===== config.mk =====
export PLATFORM = sky130hd
export DESIGN_NAME = rca_ou_elastic_buffer
export DESIGN_NICKNAME = d
export VERILOG_FILES = /design/src/rtl/rca_ou_elastic_buffer_pkg.sv /design/src/rtl/rca_ou_elastic_buffer.sv
export SDC_FILE = /design/constraint.sdc
export NUM_CORES = 1
export LEC_CHECK = 0
export CORE_ASPECT_RATIO = 0.7
export CORE_MARGIN = 1
export CORE_UTILIZATION = 45
export CTS_CLUSTER_DIAMETER = 100
export DETAILED_ROUTE_END_ITERATION = 16
export PLACE_DENSITY = 0.68
export SLEW_MARGIN = 10
export SYNTH_ARGS = -nofsm -noshare
export SYNTH_HDL_FRONTEND = slang
export SYNTH_SLANG_ARGS = --single-unit

===== constraint.sdc =====
create_clock -name clk -period 3.3 [get_ports clk]
set_input_delay 0.33 -clock clk [delete_from_list [all_inputs] [get_ports clk]]
set_output_delay 0.33 -clock clk [all_outputs]
set_load 0.01 [all_outputs]

===== src/rtl/rca_ou_elastic_buffer_pkg.sv =====
// rca_ou_elastic_buffer_pkg: datapath width and uniform RCA buffer depth
package rca_ou_elastic_buffer_pkg;
  localparam int XLEN = 32;
  localparam int RCA_BUF_DEPTH = 4;
endpackage


===== src/rtl/rca_ou_elastic_buffer.sv =====
// rca_ou_elastic_buffer: elastic FIFO on the OU output -> OU input path; ports: clk, rst (async active-low), flush, data_in/data_valid_in/data_in_ack (producer), data_out/data_valid_out/data_out_ack (consumer), occupancy/full/empty (status)
module rca_ou_elastic_buffer
  import rca_ou_elastic_buffer_pkg::*;
#(
  parameter int DEPTH = RCA_BUF_DEPTH
) (
  input  logic                       clk,
  input  logic                       rst,
  input  logic                       flush,
  input  logic [XLEN-1:0]            data_in,
  input  logic                       data_valid_in,
  output logic                       data_in_ack,
  output logic [XLEN-1:0]            data_out,
  output logic                       data_valid_out,
  input  logic                       data_out_ack,
  output logic [$clog2(DEPTH+1)-1:0] occupancy,
  output logic                       full,
  output logic                       empty
);
  typedef logic [$clog2(DEPTH)-1:0] ptr_t;
  typedef logic [$clog2(DEPTH+1)-1:0] occ_t;
  localparam ptr_t LAST = ptr_t'(DEPTH - 1);
  localparam occ_t FULL_OCC = occ_t'(DEPTH);
  logic [XLEN-1:0] mem [DEPTH];
  ptr_t wr_ptr, rd_ptr;
  logic push, pop;
  assign full = occupancy == FULL_OCC;
  assign empty = occupancy == '0;
  // ack is gated by reset and never looks at data_out_ack, so a full buffer cannot pass a pop straight through
  assign push = rst && data_valid_in && !full && !flush;
  assign pop = data_valid_out && data_out_ack && !flush;
  assign data_in_ack = push;
  assign data_valid_out = !empty;
  assign data_out = empty ? '0 : mem[rd_ptr];
  always_ff @(posedge clk or negedge rst) begin
    if (!rst) begin
      wr_ptr <= '0;
      rd_ptr <= '0;
      occupancy <= '0;
    end else if (flush) begin
      wr_ptr <= '0;
      rd_ptr <= '0;
      occupancy <= '0;
    end else begin
      if (push) wr_ptr <= wr_ptr == LAST ? '0 : wr_ptr + 1'b1;
      if (pop) rd_ptr <= rd_ptr == LAST ? '0 : rd_ptr + 1'b1;
      occupancy <= occupancy + occ_t'(push) - occ_t'(pop);
    end
  end
  always_ff @(posedge clk) if (push) mem[wr_ptr] <= data_in;
  a_no_overflow: assert property (@(posedge clk) disable iff (!rst) occupancy <= FULL_OCC);
  a_no_underflow: assert property (@(posedge clk) disable iff (!rst) !(empty && pop));
endmodule

==> summary.txt <==
Final layout
  • Fin cells: 509
  • Total Nets Final: 389
  • Layout fillers: 838
  • # diodes: 0
  • Area Overhead vs Synth: 28.2%
  • Share of cells above drive strength 1: 21.6%

Detailed routing
  • DRC errors left: 0
  • Vias: 2,580
  • DR vias/cell: 5.07
  • Initial drt markers: 191
  • Wire per inst: 18.5 um
  • Final wirelength: 9420 um
  • Post-route ant nets: 0
  • 1st-pass router iterations: 5

Die
  • Die height: 93.0 um
  • Die Span X: 132 um
  • Die area: 12,300 sq um
  • Area of the core: 11,300 sq um
  • I/O Pins: 76
  • FP Rows: 32
  • Initial Util: 47.3%

Synth
  • Async SR Flop Fraction: 5.19%
  • Syn Nets: 297
  • Post-Syn Area: 5320 sq um
  • Synthesized flop and latch total: 135
  • Avg Cell Area, Syn: 21.1 sq um
  • Synth warn: 0
  • Number of synthesized flops with an enable pin: 128
  • Top cell type's share of synthesized area: 72.3%
  • Post-Synthesis Cells: 252
  • Sequential fraction of the synthesis area: 75.6%
  • Synth area leaders: edfxtp_1, mux4_2, nor2b_1, dfrtp_1, ha_1
  • Top_reg_cell synth: edfxtp_1
  • Largest area contributor in the netlist: edfxtp_1
  • Synth unique cells: 24

Global routing
  • Congestion Overflow GR: 0
  • Total GRT Usage: 16.9%
  • Largest net degree at the start of global routing: 35
  • Antenna violations before repair: 0
  • Global-route wire length before repair: 14,600 um
  • Number of global-route vias before repair: 2,640

CTS
  • Setup Fix Bufs, Post-CTS: 0
  • CTS tree: yes
  • Clock-pin slew on the worst setup and hold paths: 0.05 ns
  • Clock Sinks: 135
  • Root Buffer: clkbuf_16
  • Htree depth: 4
  • # resized after CTS: 0
  • Clock latency on the worst-skew pair: 0.41 ns
  • Clock Path Buffers: 2
  • CTS Hold Bufs: 0
  • Number of buffers created by CTS: 17

Placement
  • Port Buffer Count: 75
  • Pre-CTS setup slack: 0.513 ns
  • RD Place Congestion: 0.768
  • DP HPWL: 5710 um
  • Cells after DPL: 478

Setup path
  • Worst Setup Path Type: reg2out
  • R2R cell count: 10
  • Kind of launch point of the worst setup path: register
  • CP Data Required Time: 2.97 ns
  • Worst setup EP type: primary output
  • Crit-path max FO: 19
  • Arrival time at the worst endpoint: 2.61 ns

Timing
  • Worst hold margin: 0.195 ns
  • Final Max Tran Viols: 0
  • Slew HR: 42.4%
  • Final worst setup slack: 0.360 ns
  • RSZ-0062 raised after global routing: no
  • Crit share post-route: 89.1%
  • Slew @ Worst Pin: 0.864 ns
  • Final TNS setup: 0 ns
  • Skew final: 0.00461 ns
  • Final hold vios: 0
  • Period minus WS final: 2.94 ns
  • Setup-failing EPs final: 0
  • Fmax: 340 MHz

Hold path
  • Hold crit path type: in2async

Job
  • Max cap viols: 0

Pwr
  • Maximum VDD drop: 0.447 mV
  • Pleak: 2.23 nW
  • Pwr dens: 731 nW/um^2
  • Final Total Pwr: 4.98 mW

Outcome
  • Status: completed
-- cell usage after synthesis, types with 2 or more instances --
cell      count
nor2_1        5
buf_6         4
inv_1         6
edfxtp_1    128
nor3_1        2
nand2_1       2
dfrtp_1       7
buf_2         3
o31ai_1       2
clkbuf_1      5
and2_1        5
nor2b_1      33
ha_1          7
a21oi_1       2
mux4_2       32
-- flip-flops by register name (all words and copies together) (netlist names) --
signal / count
rd_ptr: 2
occupancy: 3
mem: 128
wr_ptr: 2
-- critical path: stages, from the launching register on --
cell and delay (ns):
dfrtp_2 0.76, buf_12 0.27, mux4_2 0.51, nor2b_1 0.16, clkdlybuf4s50_1 0.49
-- logic make-up after synthesis --
logic type,count (synthesis),synth area share (%)
compound gates,5,0.565
flops,135,75.6
buf+inv,18,1.91
simple gates,52,6.02
fa+ha+maj,8,2.02
mux,33,13.7
xor+xnor,1,0.165
-- power by group --
group | switching (mW) | total [mW] | internal (mW)
clock network | 0.652 | 1.66 | 1.01
logic | 0.542 | 1.29 | 0.748
registers | 0.0964 | 2.03 | 1.93
-- cell type report --
cell class	count	area, sq um	share of cell area (%)
Sequential cell	135	4020	59.0
Multi-Input combinational cell	99	1210	17.7
Timing Repair Buffer	85	851	12.5
Clock buffer	19	433	6.35
Tap cell	153	191	2.81
Clock inverter	12	87.6	1.29
Inverter	6	22.5	0.330
-- layer usage --
layer	part of all wire [%]	vias up	track usage, %	wire length, um
met5	0	-	0	0
met4	1.2	0	6.40	116
met3	5.0	12	5.91	468
met2	47	70	26.0	4420
met1	47	1315	22.2	4420
li1	-	1183	-	-
-- per-stage QoR --
stage,area [sq um],utilization (%)
2_1_floorplan,5320,-
3_3_place_gp,6290,55.9
3_5_place_dp,6290,55.9
4_1_cts,6820,60.6
5_1_grt,6820,60.6
6_report,6820,60.6
-- placed cells by master, fill, tap and decap left out, types with 2 or more instances in the layout --
cell type and instances:
edfxtp_1 128, clkdlybuf4s50_1 75, nor2b_1 33, mux4_2 32, clkbuf_16 17, buf_4 8
ha_1 7, clkinv_2 7, inv_1 6, nor2_1 5, dfrtp_1 5, and2_2 4
o31ai_1 2, nand2_1 2, nor3_1 2, a21oi_1 2, clkinv_1 2, clkinvlp_4 2
clkbuf_1 2, buf_12 2, dfrtp_2 2
-- final timing paths --
path / startpoint / to / slack (ns)
min reg2reg: wr_ptr[1] / wr_ptr[1] / 0.62
min in group clk: data_in[14] / mem[1][14] / 0.55
max in group asynchronous: rst / rd_ptr[0] / 2.96
min: rst / occupancy[2] / 0.20
max: rd_ptr[0] / data_out[24] / 0.36
max reg2reg: occupancy[1] / occupancy[2] / 0.75
(Power assumes the default switching activity.)
